<file path="src/rtl/dcache.sv">
// Direct-mapped, write-back, write-allocate data cache with a word-wide L2 port.
// Define DCACHE_PERF_COUNTERS_EN to add the hit_count/miss_count outputs.
`timescale 1ns/1ps

package dcache_pkg;
  typedef enum logic [1:0] {
    BYTE = 2'd0,
    HALF = 2'd1,
    WORD = 2'd2
  } memory_operation_size_e;

  typedef enum logic {
    LOAD  = 1'b0,
    STORE = 1'b1
  } memory_operation_e;
endpackage

module dcache
  import dcache_pkg::*;
#(
  parameter int LINE_SIZE  = 16,
  parameter int CACHE_SIZE = 256,
  parameter int XLEN       = 32
) (
  input  logic                   clk,
  input  logic                   reset,
  input  logic [XLEN-1:0]        pipe_req_address,
  input  memory_operation_size_e pipe_req_size,
  input  memory_operation_e      pipe_req_type,
  input  logic                   pipe_req_valid,
  input  logic [XLEN-1:0]        pipe_word_to_store,
  output logic [XLEN-1:0]        pipe_fetched_word,
  output logic                   pipe_req_fulfilled,
  output logic [XLEN-1:0]        l2_req_address,
  output memory_operation_e      l2_req_type,
  output logic                   l2_req_valid,
  output logic [XLEN-1:0]        l2_word_to_store,
  input  logic [XLEN-1:0]        l2_fetched_word,
  input  logic                   l2_req_fulfilled
`ifdef DCACHE_PERF_COUNTERS_EN
  ,
  output logic [31:0]            hit_count,
  output logic [31:0]            miss_count
`endif
);

  localparam int WORDS     = LINE_SIZE / 4;
  localparam int NUM_LINES = CACHE_SIZE / LINE_SIZE;
  localparam int WOFF_W    = $clog2(WORDS);
  localparam int IDX_W     = $clog2(NUM_LINES);
  localparam int OFF_W     = $clog2(LINE_SIZE);
  localparam int TAG_W     = XLEN - IDX_W - OFF_W;
  localparam int NB        = XLEN / 8;

  typedef enum logic [1:0] {
    COMPARE   = 2'd0,
    WRITEBACK = 2'd1,
    ALLOCATE  = 2'd2
  } state_e;

  state_e state_q, state_d;
  logic [WOFF_W-1:0] word_q, word_d;
  logic [TAG_W-1:0]  miss_tag_q, miss_tag_d;
  logic [IDX_W-1:0]  miss_idx_q, miss_idx_d;

  logic [NUM_LINES-1:0] valid_q;
  logic [NUM_LINES-1:0] dirty_q;
  logic [TAG_W-1:0]     tag_mem  [NUM_LINES];
  logic [XLEN-1:0]      data_mem [NUM_LINES][WORDS];

  logic [TAG_W-1:0]  req_tag;
  logic [IDX_W-1:0]  req_idx;
  logic [WOFF_W-1:0] req_woff;
  logic [1:0]        boff;
  logic [XLEN-1:0]   cur_word;
  logic              hit;
  logic              last_word;

  logic            store_hit;
  logic            fill_we;
  logic            fill_done;
  logic [NB-1:0]   be;
  logic [XLEN-1:0] wdata;

  assign req_tag   = pipe_req_address[XLEN-1 -: TAG_W];
  assign req_idx   = pipe_req_address[OFF_W +: IDX_W];
  assign req_woff  = pipe_req_address[2 +: WOFF_W];
  assign boff      = pipe_req_address[1:0];
  assign cur_word  = data_mem[req_idx][req_woff];
  assign hit       = valid_q[req_idx] && (tag_mem[req_idx] == req_tag);
  assign last_word = (word_q == WOFF_W'(WORDS - 1));

  always_comb begin
    state_d            = state_q;
    word_d             = word_q;
    miss_tag_d         = miss_tag_q;
    miss_idx_d         = miss_idx_q;
    pipe_req_fulfilled = 1'b0;
    l2_req_valid       = 1'b0;
    l2_req_type        = LOAD;
    l2_req_address     = '0;
    l2_word_to_store   = '0;
    store_hit          = 1'b0;
    fill_we            = 1'b0;
    fill_done          = 1'b0;
    unique case (state_q)
      COMPARE: begin
        if (pipe_req_valid) begin
          if (hit) begin
            pipe_req_fulfilled = 1'b1;
            store_hit = (pipe_req_type == STORE);
          end else begin
            // Latch the miss so a dropped request still finishes the line.
            miss_tag_d = req_tag;
            miss_idx_d = req_idx;
            word_d     = '0;
            if (valid_q[req_idx] && dirty_q[req_idx])
              state_d = WRITEBACK;
            else
              state_d = ALLOCATE;
          end
        end
      end
      WRITEBACK: begin
        l2_req_valid     = 1'b1;
        l2_req_type      = STORE;
        l2_req_address   = {tag_mem[miss_idx_q], miss_idx_q, word_q, 2'b00};
        l2_word_to_store = data_mem[miss_idx_q][word_q];
        if (l2_req_fulfilled) begin
          word_d = word_q + 1'b1;
          if (last_word) begin
            word_d  = '0;
            state_d = ALLOCATE;
          end
        end
      end
      ALLOCATE: begin
        l2_req_valid   = 1'b1;
        l2_req_type    = LOAD;
        l2_req_address = {miss_tag_q, miss_idx_q, word_q, 2'b00};
        if (l2_req_fulfilled) begin
          fill_we = 1'b1;
          word_d  = word_q + 1'b1;
          if (last_word) begin
            fill_done = 1'b1;
            word_d    = '0;
            state_d   = COMPARE;
          end
        end
      end
      default: state_d = COMPARE;
    endcase
  end

  always_comb begin
    pipe_fetched_word = '0;
    be                = '0;
    wdata             = '0;
    unique case (1'b1)
      pipe_req_size == BYTE: begin
        pipe_fetched_word = XLEN'(cur_word[{boff, 3'b000} +: 8]);
        be    = NB'(1) << boff;
        wdata = {NB{pipe_word_to_store[7:0]}};
      end
      pipe_req_size == HALF: begin
        pipe_fetched_word = XLEN'(cur_word[{boff[1], 4'b0000} +: 16]);
        be    = NB'(3) << {boff[1], 1'b0};
        wdata = {(NB/2){pipe_word_to_store[15:0]}};
      end
      pipe_req_size == WORD: begin
        pipe_fetched_word = cur_word;
        be    = '1;
        wdata = pipe_word_to_store;
      end
      default: ;
    endcase
  end

  always_ff @(posedge clk or posedge reset) begin
    if (reset) begin
      state_q    <= COMPARE;
      word_q     <= '0;
      miss_tag_q <= '0;
      miss_idx_q <= '0;
      valid_q    <= '0;
      dirty_q    <= '0;
    end else begin
      state_q    <= state_d;
      word_q     <= word_d;
      miss_tag_q <= miss_tag_d;
      miss_idx_q <= miss_idx_d;
      if (fill_done) begin
        valid_q[miss_idx_q] <= 1'b1;
        dirty_q[miss_idx_q] <= 1'b0;
      end else if (store_hit) begin
        dirty_q[req_idx] <= 1'b1;
      end
    end
  end

  always_ff @(posedge clk) begin
    if (fill_done)
      tag_mem[miss_idx_q] <= miss_tag_q;
  end

  always_ff @(posedge clk) begin
    if (fill_we) begin
      data_mem[miss_idx_q][word_q] <= l2_fetched_word;
    end else if (store_hit) begin
      for (int b = 0; b < NB; b++)
        if (be[b])
          data_mem[req_idx][req_woff][8*b +: 8] <= wdata[8*b +: 8];
    end
  end

`ifdef DCACHE_PERF_COUNTERS_EN
  logic miss_start;
  assign miss_start = (state_q == COMPARE) && pipe_req_valid && !hit;

  always_ff @(posedge clk or posedge reset) begin
    if (reset) begin
      hit_count  <= '0;
      miss_count <= '0;
    end else begin
      if (pipe_req_fulfilled)
        hit_count <= hit_count + 32'd1;
      if (miss_start)
        miss_count <= miss_count + 32'd1;
    end
  end
`endif

endmodule

</file>
<file path="config.mk">
export PLATFORM = sky130hd
export DESIGN_NAME = dcache
export DESIGN_NICKNAME = d
export VERILOG_FILES = /design/src/rtl/dcache.sv
export SDC_FILE = /design/constraint.sdc
export NUM_CORES = 2
export LEC_CHECK = 0
export CELL_PAD_IN_SITES_DETAIL_PLACEMENT = 1
export CELL_PAD_IN_SITES_GLOBAL_PLACEMENT = 2
export CORE_MARGIN = 3
export CORE_UTILIZATION = 47
export CTS_BUF_LIST = sky130_fd_sc_hd__clkbuf_2
export DETAILED_ROUTE_END_ITERATION = 10
export PLACE_DENSITY = 0.86
export SLEW_MARGIN = 10
export SYNTH_ARGS = -nofsm -noshare
export SYNTH_HDL_FRONTEND = slang
export SYNTH_SLANG_ARGS = --single-unit
</file>
<file path="constraint.sdc">
create_clock -name clk -period 5.5 [get_ports clk]
set_input_delay 1.1 -clock clk [delete_from_list [all_inputs] [get_ports clk]]
set_output_delay 1.1 -clock clk [all_outputs]
set_load 0.02 [all_outputs]
</file>
==> results.cfg <==
[outcome]
status = complete, but fails checks
violations = setup timing

[sta]
slew_violations = 0
post-route-worst-setup-slack_ns = -0.836
hold_violations = 0
rsz0062_at_grt = true
fin_crit_ns = 6.34
tightest_slew_ns = 1.31
period_share = 1.15
maxSlewHeadroom = 0.125
fmax_mhz = 158
finalSetupViolations = 87
clock_skew_ns = 0.278

[place]
globalplace.congestion = 0.900
hpwl_mm = 267
placed_cells = 9356
port_buffers = 199

[routing]
vias_per_cell = 6.95
drt_iter0_markers = 12000
routed_wl_mm = 432
num_vias = 74900
drt-wirelength-per-cell_um = 40.1
drtPass1Iterations = 6
drc = 0
drtAntennaViolNets = 0

[critical_path]
r2r_slack_ns = 0.28
crit_path_start = miss_idx_q[0]
critPathArrivalTime_ns = 5.24
crit_type = register to output port
critPathRequiredTime_ns = 4.40
crit_fanout = 6
r2r_cells = 15
start_kind = register
critPathCaptureType = output port
r2r-start = tag_mem[12][7]

[grt]
grt_remaining_overflow = 0
grt_max_degree = 84
grt_pass1_vias = 78200
antenna_found_initial = 37
grt_pass1_wl_mm = 596
grt_use_total = 0.329

[synthesis]
synth_xor_area_frac = 0.00274
synth_enable_flop_cells = 2432
synth-simple-area-share = 0.0157
synth_fa_ha_area_frac = 0.000740
syn_area_sq_um = 118000
synth_compound_area_frac = 0.0221
ys.warnings.count = 0
post-synth-top-count-cell = edfxtp_1
synth_top_area_share = 0.617
muxShareOfSynthArea = 0.308
ys_seq_area_frac = 0.631
synth_common_cells = edfxtp_1 (2432), mux4_2 (1561), a21oi_1 (304)
synth_top_family_by_area = multiplexers
synthFlopType = edfxtp_1
postSynthAreaPerCell_sq_um = 21.4
synth-seq-cells = 2496
syn_inst = 5528
synth.distinct_cells = 67
async_reset_ff_frac = 0.0256
ys_top_cells_by_area = edfxtp_1 (62%), mux4_2 (30%), dfrtp_1 (1.4%)
yosys.area.top_type = edfxtp_1

[floorplan]
start_util = 0.474
die_w_um = 508
dieArea_sq_um = 258000
die_h_um = 508
io_pins = 202
rows = 183
core_sq_um = 250000

[pwr]
vdd_drop_max_mv = 0.331
p_per_area_nw_per_um2 = 405
finalPower_uw = 57400
p_leak_uw = 0.0471

[clock_tree]
htree_levels = 6
clk_pin_slew_ns = 0.09
tritoncts = yes
clkSinkCount = 2496
root_buffer = clkbuf_2
cts_buffers = 643
clk_path_buf_depth = 4
clock_latency_ns = 2.06

[job]
drv_cap = 0

[cells_and_area]
n_fill_cell = 22000
layoutNonFillerInstCount = 10800
layout-drive-gt1-share = 0.529
area_growth_pct = 19.8
finalNetCount = 7073

[hold_path]
hold_path.class = input pin to asynchronous set/reset pin
-- cell type report --
type	count	area (sq um)	share of cell area
Antenna cell	32	80.1	0.000565
Clock buffer	902	4510	0.0319
Clock inverter	182	1120	0.00791
Inverter	35	134	0.000945
Multi-Input combinational cell	2527	42600	0.301
Sequential cell	2496	74600	0.527
Tap cell	3330	4170	0.0294
Timing Repair Buffer	1260	14400	0.102
-- power breakdown --
part           leakage (uW)  internal, uW  switching (uW)  total, uW
clock               0.00431          5050            8070      13100
sequential           0.0227         21800             784      22500
combinational        0.0201         10800           10900      21700
total                0.0471         37700           19700      57400
-- flip-flops by register name, indices dropped and copies added (netlist names) --
| name | flops |
|---|---|
| valid_q | 16 |
| miss_tag_q | 24 |
| word_q | 2 |
| state_q | 2 |
| dirty_q | 16 |
| tag_mem | 384 |
| data_mem | 2048 |
| miss_idx_q | 4 |
-- path summary, 6_finish.rpt --
kind                                        to
max                        l2_word_to_store[4]
min reg2reg                         valid_q[7]
min                              miss_tag_q[9]
max in group asynchronous           valid_q[1]
min in group clk                   dirty_q[11]
max reg2reg                    data_mem[4][32]
-- timing repair --
item                       CTS  global route
setup buffers              107           123
hold buffers                54             0
setup endpoints to repair   95            93
gates cloned                24            18
hold endpoints to repair   543             0
pin swaps                   33            24
resized for setup          625           211
-- through the flow --
step	TNS, ns	setup slack, ns	hold slack (ns)	cell area [sq um]	util
detailed placement	-248.10	-0.608	0.452	131000	0.526
CTS	-45.22	-0.919	0.0198	140000	0.561
global placement	-200.40	-0.613	0.446	131000	0.526
finish	-36.99	-0.836	0.172	142000	0.568
floorplan	-373.77	-0.645	0.430	119000	-
global route	-47.76	-0.940	0.0915	142000	0.568
-- critical path: stages, from the launching register on --
cell and delay, ns:
dfrtp_4 0.54, buf_6 0.16, buf_16 0.15, buf_4 0.14, buf_8 0.13, buf_6 0.14, mux4_2 0.55, mux4_2 0.64
mux4_2 0.53, and2_4 0.18, buf_6 0.12
-- cells by family (layout without fill, tap and decap cells) --
kind of cell / after synthesis / after routing
flip-flops: 2496 / 2496
multiplexers: 1681 / 1681
buffers and inverters: 506 / 2379
AO/OA/AOI/OAI: 459 / 459
AND/OR/NAND/NOR: 341 / 341
XOR/XNOR: 37 / 37
adder cells (fa/ha/maj): 7 / 7
other: 1 / 34
-- layer usage --
layer / share of wire / up-vias / GRT usage
met4: 0.073 / 32 / 0.216
met1: 0.32 / 39100 / 0.399
li1: - / 27600 / -
met3: 0.13 / 1478 / 0.114
met2: 0.47 / 6696 / 0.505
met5: 0.00060 / - / 0
-- layout by cell type, fill, tap and decap left out, types with 21 or more instances in the layout --
cell                n
clkdlybuf4s50_1   103
a21oi_1           289
inv_1              33
a22oi_2            24
buf_16             38
mux2_2             32
mux2i_1            50
xnor2_1            21
o21ai_0            34
diode_2            32
nor2_1             54
buf_4             659
buf_6             119
nand2_1            50
buf_12            230
a21oi_2            23
dfrtp_1            59
buf_8              23
dlygate4sd3_1      53
edfxtp_1         2432
mux2i_4            30
and2_4             41
nor2b_1            36
clkbuf_2          903
mux4_2           1561
clkinv_2           28
clkinv_1          123
No activity file was read; power rests on OpenSTA's default activity.
